[src/rtl/pc_defnitions.sv]
// Shared fetch-side definitions: FSM state encoding, NOP word and PC step helper.
package pc_defnitions;

  typedef enum logic [1:0] {
    REQ  = 2'd0,
    WAIT = 2'd1,
    DROP = 2'd2
  } fetch_state_t;

  localparam logic [31:0] NOP_INSTR = 32'h0000_0013;
  localparam logic [31:0] PC_STEP   = 32'd4;

  function automatic logic [31:0] pc_next(input logic [31:0] pc);
    return pc + PC_STEP;
  endfunction

endpackage

[src/rtl/fetch_slot.sv]
// One-entry output register between fetch and decode: flush > load > consume > hold.
module fetch_slot
  import pc_defnitions::*;
(
  input  logic        clk,
  input  logic        rst,
  input  logic        load,
  input  logic        flush,
  input  logic        consume,
  input  logic [31:0] load_pc,
  input  logic [31:0] load_instr,
  output logic        valid,
  output logic [31:0] pc,
  output logic [31:0] instr,
  output logic [31:0] pc_inc
);

  logic        valid_r;
  logic [31:0] pc_r;
  logic [31:0] instr_r;
  logic [31:0] pc_inc_r;

  // slot contents; pc/instr only change on load so they stay stable under stall
  always_ff @(posedge clk or posedge rst) begin
    if (rst) begin
      valid_r  <= 1'b0;
      pc_r     <= 32'd0;
      instr_r  <= NOP_INSTR;
      pc_inc_r <= PC_STEP;
    end else if (flush) begin
      valid_r  <= 1'b0;
    end else if (load) begin
      valid_r  <= 1'b1;
      pc_r     <= load_pc;
      instr_r  <= load_instr;
      pc_inc_r <= pc_next(load_pc);
    end else if (consume) begin
      valid_r  <= 1'b0;
    end else begin
      valid_r  <= valid_r;
    end
  end

  assign valid  = valid_r;
  assign pc     = pc_r;
  assign instr  = instr_r;
  assign pc_inc = pc_inc_r;

endmodule

[src/rtl/fetch_unit.sv]
// RV32I instruction-fetch front end: PC register, single-outstanding imem requests, decode slot.
// Optional FETCH_MISALIGN_CHECK_EN adds if_misaligned and parks fetch on misaligned redirects.
module fetch_unit
  import pc_defnitions::*;
#(
  parameter logic [31:0] RESET_PC = 32'h0000_0000
) (
  input  logic        clk,
  input  logic        rst,
  input  logic        takeBranch,
  input  logic [31:0] ex_br_jal_addr,
  output logic        imem_req_valid,
  input  logic        imem_req_ready,
  output logic [31:0] imem_addr,
  input  logic        imem_rsp_valid,
  input  logic [31:0] imem_rsp_data,
  output logic        if_valid,
  input  logic        if_ready,
  output logic [31:0] if_pc,
  output logic [31:0] if_instr,
  output logic [31:0] if_pc_inc
`ifdef FETCH_MISALIGN_CHECK_EN
  ,
  output logic        if_misaligned
`endif
);

  fetch_state_t state_r, state_s;
  logic [31:0]  pc_r, pc_s;
  logic [31:0]  req_pc_r, req_pc_s;
  logic         req_valid_s;
  logic         req_fire_s;
  logic         slot_load_s;
  logic         park_s;

`ifdef FETCH_MISALIGN_CHECK_EN
  logic misaligned_r;

  // sticky misalignment flag, re-evaluated on every redirect
  always_ff @(posedge clk or posedge rst) begin
    if (rst) begin
      misaligned_r <= 1'b0;
    end else if (takeBranch) begin
      misaligned_r <= |ex_br_jal_addr[1:0];
    end else begin
      misaligned_r <= misaligned_r;
    end
  end

  assign park_s        = misaligned_r;
  assign if_misaligned = misaligned_r;
  assign imem_addr     = pc_r;
`else
  assign park_s    = 1'b0;
  assign imem_addr = {pc_r[31:2], 2'b00};
`endif

  // Issue only when the slot can absorb the response, so a full slot is never overwritten.
  assign req_valid_s    = !rst && (state_r == REQ) && (!if_valid || if_ready) && !park_s;
  assign req_fire_s     = req_valid_s && imem_req_ready;
  assign imem_req_valid = req_valid_s;

  // next-state, PC and slot-load decode; redirect overrides everything else
  always_comb begin
    state_s     = state_r;
    pc_s        = pc_r;
    req_pc_s    = req_pc_r;
    slot_load_s = 1'b0;
    if (takeBranch) begin
      pc_s = ex_br_jal_addr;
      case (state_r)
        REQ:        state_s = req_fire_s ? DROP : REQ;
        WAIT, DROP: state_s = imem_rsp_valid ? REQ : DROP;
        default:    state_s = REQ;
      endcase
    end else begin
      case (state_r)
        REQ: begin
          if (req_fire_s) begin
            state_s  = WAIT;
            req_pc_s = pc_r;
          end else begin
            state_s  = REQ;
          end
        end
        WAIT: begin
          if (imem_rsp_valid) begin
            state_s     = REQ;
            slot_load_s = 1'b1;
            pc_s        = pc_next(req_pc_r);
          end else begin
            state_s     = WAIT;
          end
        end
        DROP: begin
          if (imem_rsp_valid) begin
            state_s = REQ;
          end else begin
            state_s = DROP;
          end
        end
        default: state_s = REQ;
      endcase
    end
  end

  // FSM, PC and in-flight request PC registers
  always_ff @(posedge clk or posedge rst) begin
    if (rst) begin
      state_r  <= REQ;
      pc_r     <= RESET_PC;
      req_pc_r <= RESET_PC;
    end else begin
      state_r  <= state_s;
      pc_r     <= pc_s;
      req_pc_r <= req_pc_s;
    end
  end

  fetch_slot u_slot (
    .clk        (clk),
    .rst        (rst),
    .load       (slot_load_s),
    .flush      (takeBranch),
    .consume    (if_valid && if_ready),
    .load_pc    (req_pc_r),
    .load_instr (imem_rsp_data),
    .valid      (if_valid),
    .pc         (if_pc),
    .instr      (if_instr),
    .pc_inc     (if_pc_inc)
  );

endmodule
[config.mk]
export PLATFORM = sky130hd
export DESIGN_NAME = fetch_unit
export DESIGN_NICKNAME = d
export VERILOG_FILES = /design/src/rtl/pc_defnitions.sv /design/src/rtl/fetch_slot.sv /design/src/rtl/fetch_unit.sv
export SDC_FILE = /design/constraint.sdc
export NUM_CORES = 1
export LEC_CHECK = 0
export BUFFER_PORTS_ARGS = -buffer_cell sky130_fd_sc_hd__buf_2
export CAP_MARGIN = 20
export CORE_MARGIN = 2
export CORE_UTILIZATION = 53
export CTS_CLUSTER_SIZE = 16
export DETAILED_ROUTE_END_ITERATION = 12
export PLACE_DENSITY = 0.8
export SLEW_MARGIN = 20
export SYNTH_ARGS = -nofsm -noshare
export SYNTH_HDL_FRONTEND = slang
export SYNTH_HIERARCHICAL = 1
export SYNTH_SLANG_ARGS = --single-unit
[constraint.sdc]
create_clock -name clk -period 4 [get_ports clk]
set_input_delay 0.6 -clock clk [delete_from_list [all_inputs] [get_ports clk]]
set_output_delay 0.6 -clock clk [all_outputs]
set_load 0.005 [all_outputs]
==> metrics, run 1 <==
final WL 19.2 mm; leading cell type in the layout, fill and taps excluded nand2_1; Largest delay share family, worst path simple AND/OR/NAND/NOR gates; FMAX 348 MHz; Core Util, Final between 60% and 70%; synthesized area between 7000 and 8000 sq um; clk buf depth 2; number of distinct library cells after synthesis 47; Slowest Stage Delay on Critical Path 710 ps; maximum VDD drop 0.000313 V; met1 GRT Util 34.2%; n_diodes 0; max-cap violations 0; minimum clock period about 2900 ps; CTS Sinks approximately 160; Comb power frac 21.0%; Critical Path End Type flip-flop; Initial DRT Pass Iterations 5; Tcrit/Tclk final 71.8%; asr flop ratio synth 100%; clock power share roughly 31%; CP Max Fanout 37; leakage between 4 and 5 nW; Avg Cell Area, Syn between 9 and 10 sq um; run status finished clean; sequential share of power 48.2%; Design Power 5.25 mW; gpl congestion 0.857; worst path bufs/invs 3; CTS Root Buffer Type clkbuf_16; setup bufs post-CTS 0; Worst Hold Class input port to flip-flop; placed cells around 1100; r2r setup slk 1130 ps; R2R cell count 9; RSZ-0062 raised after global routing false; Internal 3.55 mW; Req. time, crit path 4360 ps; Slew headroom 39.8%; Synthesis Warnings 6; final cell count without fillers 1177; layout net count around 1100; post-route setup TNS 0 ps; vias per cell 5.49; width of the die 125 microns; Routed WL per cell 16.3 microns; first-pass GRT wire length 31.2 mm; Die ar. between 15000 and 20000 sq um; M3 GR Usage 6.20%; vias in the first global route between 6000 and 7000; port buffer count 197; Final Max Tran Viols 0; Sw Share 32.3%; total CTS buffers 17; post-route ant nets 0; layout cells sized above 1 29.5%; TritonCTS clock tree done; Initial Utilization between 50% and 60%; htree depth 4; Net Switching 1.70 mW; data arrival time of the critical path 3230 ps; startpoint types flip-flop; pwr dens 563 nW/um^2; met2 usage 38.6%; Setup Skew 9.94 ps; Synth-to-Final Area Change 19.2%; Hold Buf Count CTS 0; post_cts resized 0; register area share after synthesis 51.6%; DRT iter0 DRCs 528; Top Ports 200; Worst Hold Path Cells 3; Hold Crit Start imem_rsp_data[21]; Tot GR Track Use 25.0%; Synth Register Bits 161; CTS clock-pin slew for the worst setup and hold paths 60 ps; Placement Rows 44; start of the worst register-to-register path state_r[1]$_DFF_PP0_; initial antenna violation count 0; DR DRC count 0; Core Area ~14000 sq um; most frequent cells in the layout nand2_1 (259), buf_2 (197), dfrtp_1 (157); CP cell instances inv_1 > ha_1 > and2_1 > nand2b_1 > inv_1 > nor2b_4 > buf_4 > nand2_1 > nand2_1; Most Crowded Layer GR met2; via count 6459; Final Hold Violating Endpoints 0; CP max-delay cell nor2b_4; worst slew pin tran 903 ps; grt ovf 0; Final Setup Violations 0; worst skew pair latency 430 ps; largest net degree at the start of global routing 74; dpl hpwl approximately 13 mm; Die H 125 microns; Main synth FF type dfrtp_1; critical path class flip-flop to flip-flop; Post-Syn Instances 830; reg-to-reg endpoint u_slot/pc[6]$_DFFE_PP0P_; Post-synth EDFFs 0; worst-case hold path end point u_slot/instr[21]$_DFFE_PP0P_
[routing by layer]
metal,vias up,part of all wire [%]
li1,3090,-
met1,3085,44
met2,253,47
met3,31,7.0
met4,0,2.1
met5,-,0
[worst min-delay path: stages]
cell	delay (ps)
buf_2	70
nand2_1	40
nand2_1	40
[cell usage after synthesis, drive strengths merged (7+ instances only)]
library cell | count | area, sq um
nand2 | 260 | 976
dfrtp | 157 | 3930
buf | 44 | 300
clkbuf | 32 | 121
mux2 | 32 | 360
nor2 | 32 | 120
o21ai | 32 | 160
nand3 | 31 | 155
xor2 | 25 | 219
nand4 | 20 | 174
a21oi | 15 | 75.1
o221ai | 15 | 131
a31oi | 13 | 81.3
o31ai | 13 | 97.6
xnor2 | 13 | 114
inv | 11 | 41.3
and3 | 8 | 50.1
or4 | 8 | 60.1
nor3 | 7 | 35.0
nor3b | 7 | 52.6
or3 | 7 | 43.8
[registers in the layout, summed over array words and instances, names as in the netlist]
name and count:
pc_r 32, req_pc_r 32, state_r 2, u_slot/instr 32, u_slot/pc 32, u_slot/pc_inc 30, u_slot/valid 1
[kinds of logic after synthesis]
group | share of synthesized area, %
other | 0.0480
AOI/OAI and AO/OA | 8.00
muxes | 5.12
and+or+nand+nor | 24.1
xor gates and xnor gates | 4.26
buffers and inverters | 5.92
DFF | 51.6
adders and majority gates | 0.960
[area by class of cell]
| cell class | instances | area [sq um] |
|---|---|---|
| fillers | 1191 | 5160 |
| multi-input cells | 583 | 3340 |
| flip-flops and latches | 161 | 4030 |
| well taps | 184 | 230 |
| clock inverters | 12 | 131 |
| clock buffers | 20 | 467 |
| inverters | 11 | 43.8 |
| repair buffers | 206 | 1070 |
[metrics by stage]
step | setup slack (ps) | hold WS, ps | area [sq um]
floorplan | 623 | 448 | 7820
global placement | 1250 | 448 | 8720
detailed placement | 1200 | 451 | 8720
CTS | 1220 | 350 | 9310
global route | 890 | 356 | 9320
finish | 1130 | 362 | 9320
[power by group through the flow]
stage          clock [mW]  sequential [mW]  combinational [mW]
2_1_floorplan           0             2.43               0.665
3_3_place_gp            0             2.53                1.08
3_5_place_dp            0             2.55                1.11
4_1_cts              1.64             2.52                1.11
5_1_grt              1.71             2.60                1.24
6_report             1.61             2.53                1.10
[how the worst max path moves through the flow]
stage	start	to	slack, ps	cells past startpoint
after floorplan	rst	req_pc_r[0]$_DFFE_PP0P_	620	6
after global placement	imem_rsp_valid	u_slot/pc[4]$_DFFE_PP0P_	1250	8
final	state_r[1]$_DFF_PP0_	u_slot/pc[6]$_DFFE_PP0P_	1130	9
after CTS	state_r[1]$_DFF_PP0_	u_slot/instr[23]$_DFFE_PP0P_	1220	9
after detailed placement	imem_rsp_valid	u_slot/pc[6]$_DFFE_PP0P_	1200	8
after global routing	state_r[1]$_DFF_PP0_	u_slot/pc_inc[18]$_DFFE_PP0P_	890	9
Note: power is estimated with default switching activity, not from simulation.
==> run 2, diff against run 1 <==
--- a/config.mk
+++ b/config.mk
@@ -8,10 +8,10 @@
 export BUFFER_PORTS_ARGS = -buffer_cell sky130_fd_sc_hd__buf_2
 export CAP_MARGIN = 20
 export CORE_MARGIN = 2
-export CORE_UTILIZATION = 53
+export CORE_UTILIZATION = 48
 export CTS_CLUSTER_SIZE = 16
 export DETAILED_ROUTE_END_ITERATION = 12
-export PLACE_DENSITY = 0.8
+export PLACE_DENSITY = 0.76
 export SLEW_MARGIN = 20
 export SYNTH_ARGS = -nofsm -noshare
 export SYNTH_HDL_FRONTEND = slang
==> constraint.sdc (replaced) <==
create_clock -name clk -period 2.56 [get_ports clk]
set_input_delay 0.384 -clock clk [delete_from_list [all_inputs] [get_ports clk]]
set_output_delay 0.384 -clock clk [all_outputs]
set_load 0.005 [all_outputs]
==> run 2 against run 1 <==
Via count up 0.96%. Non-clock buffer count up 10. Final cell count up 3.6%. Core utilization down 4.5 points. Critical path depth down 3.
==> metrics, run 2 (same netlist as run 1, synthesis figures left out) <==
run status finished clean; grt ovf 0; startpoint types flip-flop; Initial DRT Pass Iterations 5; RSZ-0062 raised after global routing false; initial antenna violation count 0; Routed WL per cell roughly 17 microns; Initial Utilization 49.2%; layout cells sized above 1 30.1%; DRT iter0 DRCs around 520; Die ar. 17300 sq um; worst slew pin tran 826 ps; Placement Rows 46; Core Area around 16000 sq um; largest net degree at the start of global routing 67; critical path class flip-flop to flip-flop; r2r setup slk 340 ps; post_cts resized 0; Tcrit/Tclk final 86.7%; gpl congestion between 0.8 and 0.9; reg-to-reg endpoint pc_r[28]$_DFFE_PP0P_; Tot GR Track Use 23.9%; Setup Skew about 6.7 ps; Slew headroom 44.9%; Final Hold Violating Endpoints 0; leading cell type in the layout, fill and taps excluded nand2_1; worst skew pair latency 430 ps; WHS 145 ps; Critical Path Start req_pc_r[2]$_DFFE_PP0P_; width of the die 132 microns; CP Max Fanout 13; Critical Path End Type flip-flop; Final Setup Violations 0; CTS clock-pin slew for the worst setup and hold paths 60 ps; final WL 20.4 mm; FMAX 451 MHz; leakage 4.76 nW; Synth-to-Final Area Change 21.5%; Worst Hold Class input port to asynchronous set/reset pin; worst setup path end pc_r[28]$_DFFE_PP0P_; layout net count roughly 1100; vias in the first global route 6306; Die H 132 microns; post-route setup TNS 0 ps; dpl hpwl 14.4 mm; start of the worst register-to-register path req_pc_r[2]$_DFFE_PP0P_; maximum VDD drop 0.000536 V; Top Ports 200; CTS Root Buffer Type clkbuf_16; most frequent cells in the layout nand2_1 (260), buf_2 (197), dfrtp_1 (157); n_diodes 0; clk buf depth 2; port buffer count ~200; vias per cell between 5 and 6; first-pass GRT wire length 33.1 mm; R2R cell count 6; data arrival time of the critical path about 2500 ps; max-cap violations 0; minimum clock period approximately 2200 ps; htree depth 4; CTS Sinks 161; DR DRC count 0; TritonCTS clock tree done; post-route ant nets 0; total CTS buffers 17; Fillers ~1400; pwr dens 887 nW/um^2; via count ~6500; Final Max Tran Viols 0; Req. time, crit path 2850 ps
## run 2: cell types whose count changed in the layout (fill, tap and decap cells not counted), sizes merged
| cell | change |
|---|---|
| buf | +10 |
| clkbuf | -1 |
| inv | -3 |
| bufinv | +2 |
| clkinv | +2 |
## run 2: layer usage
layer	GRT usage [%]	wire length, microns	vias up
li1	-	-	3120
met1	33.0	9270	3101
met2	37.4	9460	263
met3	5.21	1270	37
met4	8.21	424	0
met5	0	0	-
## run 2: worst max-delay path, cell delays in order (launching register included)
cell	delay (ps)
dfrtp_1	590
ha_1	380
inv_1	130
nor4_4	500
nand3_1	170
xor2_1	180
o221ai_1	130
## run 2: through the flow
step / std cells / util [%] / setup slack (ps) / area, sq um / power, mW
global route: 1219 / 59.8 / 165 / 9500 / 8.88
floorplan: 831 / - / 85.9 / 7830 / 4.83
finish: 1219 / 59.8 / 341 / 9500 / 8.43
global placement: 1185 / 55.7 / 235 / 8850 / 5.67
CTS: 1217 / 59.7 / 147 / 9480 / 8.46
detailed placement: 1185 / 55.7 / 161 / 8850 / 5.74
## run 2: worst min path at each step
stage                                startpoint                      endpoint  slack, ps  depth (start not counted)
CTS                           imem_rsp_data[31]  u_slot/instr[31]$_DFFE_PP0P_        130                          3
finish                                      rst      u_slot/valid$_DFFE_PP0P_        140                          3
global route                   imem_rsp_data[1]   u_slot/instr[1]$_DFFE_PP1P_        140                          3
floorplan           u_slot/instr[0]$_DFFE_PP1P_   u_slot/instr[0]$_DFFE_PP1P_        450                          2
detailed placement  u_slot/instr[4]$_DFFE_PP1P_   u_slot/instr[4]$_DFFE_PP1P_        450                          2
global placement    u_slot/instr[4]$_DFFE_PP1P_   u_slot/instr[4]$_DFFE_PP1P_        450                          2
## run 2: layout make-up
cell class	count	area [sq um]	area share, %
Inverter	11	48.8	0.514
Sequential cell	161	4030	42.5
Clock buffer	19	453	4.77
Timing Repair Buffer	216	1170	12.3
Clock inverter	13	185	1.95
Multi-Input combinational cell	583	3340	35.2
Tap cell	216	270	2.85
## run 2: what timing repair did
action | in CTS | in global routing
hold buffers | 0 | 0
buffers inserted | 0 | 2
endpoints found under the setup margin | 0 | 3
## run 2: report_power, final
part,switching [mW],internal (mW),leakage (nW)
Sequential,0.772,3.17,2.06
Combinational,0.900,0.891,2.39
Clock,1.02,1.68,0.309
==> run 3, diff against run 2 <==
--- a/config.mk
+++ b/config.mk
@@ -11,6 +11,7 @@
 export CORE_UTILIZATION = 48
 export CTS_CLUSTER_SIZE = 16
 export DETAILED_ROUTE_END_ITERATION = 12
+export MAX_ROUTING_LAYER = met4
 export PLACE_DENSITY = 0.76
 export SLEW_MARGIN = 20
 export SYNTH_ARGS = -nofsm -noshare
==> run 3 against run 2 <==
Power about the same. Final cell count stayed put. Clock skew is 2.4 ps higher. Core utilization is the same. Largest cell class unchanged. Via count about the same. Wire length about the same. Critical path type unchanged. Highest routed layer unchanged.
==> metrics, run 3 (same netlist as run 1, synthesis figures left out) <==
Internal about 5.7 mW; Core Util, Final 59.8%; Worst Hold Class input port to asynchronous set/reset pin; Synth-to-Final Area Change 21.5%; Tcrit/Tclk final 87.7%; leading cell type in the layout, fill and taps excluded nand2_1; CTS clock-pin slew for the worst setup and hold paths 60 ps; Placement Rows 46; total CTS buffers 17; Initial DRT Pass Iterations 5; worst path bufs/invs 1; Final Setup Violations 0; layout net count 1066; port buffer count ~200; first-pass GRT wire length 33.2 mm; initial antenna violation count 0; Setup Skew approximately 9 ps; FMAX 445 MHz; maximum VDD drop 0.000537 V; pwr dens 887 nW/um^2; Die ar. 17300 sq um; leakage 4.76 nW; gpl congestion roughly 0.86; critical path class flip-flop to flip-flop; vias in the first global route between 6000 and 7000; Core Area 15900 sq um; Final Max Tran Viols 0; Comb power frac 21.3%; n_diodes 0; Final Hold Violating Endpoints 0; worst skew pair latency 430 ps; clock power share 32.0%; worst slew pin tran between 800 and 900 ps; post-route ant nets 0; Slowest Stage Delay on Critical Path 590 ps; Net Switching 2.69 mW; CP max-delay cell dfrtp_1; width of the die 132 microns; dpl hpwl ~14 mm; Critical Path End Type flip-flop; Tot GR Track Use 24.6%; Die H approximately 130 microns; layout cells sized above 1 30.1%; CTS Root Buffer Type clkbuf_16; Slew headroom 43.6%; minimum clock period 2250 ps; CP Max Fanout 13; via count 6525; Sw Share 31.9%; max-cap violations 0; DR DRC count 0; Largest delay share family, worst path simple AND/OR/NAND/NOR gates; sequential share of power 46.7%; most frequent cells in the layout nand2_1 (260), buf_2 (197), dfrtp_1 (157); Req. time, crit path about 2900 ps; TritonCTS clock tree done; final WL around 20 mm; post_cts resized 0; Routed WL per cell around 17 microns; data arrival time of the critical path 2540 ps; largest net degree at the start of global routing 67; clk buf depth 2; RSZ-0062 raised after global routing false; CTS Sinks 161; DRT iter0 DRCs 517; run status finished clean; startpoint types flip-flop; post-route setup TNS 0 ps; grt ovf 0; CP cell instances ha_1 > inv_1 > nor4_4 > nand3_1 > xor2_1 > o221ai_1; Initial Utilization 49.2%; Top Ports 200; vias per cell 5.35; htree depth 4
==> run 3: cell counts in the layout (fill, tap and decap cells not counted) <==
No cell type changed its count.
==> run 3: metrics by stage <==
| stage | power (mW) | instance area (sq um) | hold slack, ps | setup slack [ps] | std cells |
|---|---|---|---|---|---|
| after CTS | 8.46 | 9480 | 133 | 147 | 1217 |
| after global routing | 8.88 | 9500 | 138 | 165 | 1219 |
| final | 8.43 | 9500 | 143 | 314 | 1219 |
| after floorplan | 4.83 | 7830 | 448 | 85.9 | 831 |
| after global placement | 5.67 | 8850 | 446 | 235 | 1185 |
| after detailed placement | 5.74 | 8850 | 454 | 161 | 1185 |
==> run 3: worst reg2reg max path: stages, from the launching register on <==
cell and delay (ps):
dfrtp_1 590, ha_1 380, inv_1 130, nor4_4 510, nand3_1 190, xor2_1 180
o221ai_1 130
==> run 3: worst paths after layout <==
check	startpoint	to	slack, ps	depth (start not counted)
max	req_pc_r[2]$_DFFE_PP0P_	pc_r[28]$_DFFE_PP0P_	310	6
max in group asynchronous	rst	req_pc_r[6]$_DFFE_PP0P_	1710	3
min reg2reg	u_slot/instr[4]$_DFFE_PP1P_	u_slot/instr[4]$_DFFE_PP1P_	460	2
max reg2reg	req_pc_r[2]$_DFFE_PP0P_	pc_r[28]$_DFFE_PP0P_	310	6
min in group clk	imem_rsp_data[13]	u_slot/instr[13]$_DFFE_PP0P_	150	3
min	rst	u_slot/valid$_DFFE_PP0P_	140	3
==> run 3: power by group through the flow <==
| stage | clock (mW) | combinational [mW] | sequential (mW) |
|---|---|---|---|
| final | 2.70 | 1.79 | 3.94 |
| after global routing | 2.84 | 2.00 | 4.03 |
| after CTS | 2.74 | 1.80 | 3.92 |
| after detailed placement | 0 | 1.79 | 3.96 |
| after global placement | 0 | 1.76 | 3.91 |
| after floorplan | 0 | 1.04 | 3.79 |
==> run 3: final cells by class <==
type / instances / area, sq um
inverters: 11 / 48.8
well taps: 216 / 270
clock inverters: 13 / 185
clock buffers: 19 / 453
fillers: 1408 / 6390
flip-flops and latches: 161 / 4030
repair buffers: 216 / 1170
multi-input cells: 583 / 3340
==> run 3: what timing repair did <==
| item | CTS | global route |
|---|---|---|
| hold buffers | 0 | 0 |
| buffers inserted | 0 | 2 |
| hold endpoints to repair | 0 | 0 |
| setup endpoints to repair | 0 | 3 |
==> run 3: metal layers <==
metal	global-route usage (%)	wire [microns]	share of wire [%]	vias up
li1	-	-	-	3109
met3	4.71	1200	5.9	41
met4	8.21	450	2.2	0
met5	-	0	0	-
met1	33.4	9260	45	3118
met2	37.4	9500	47	257
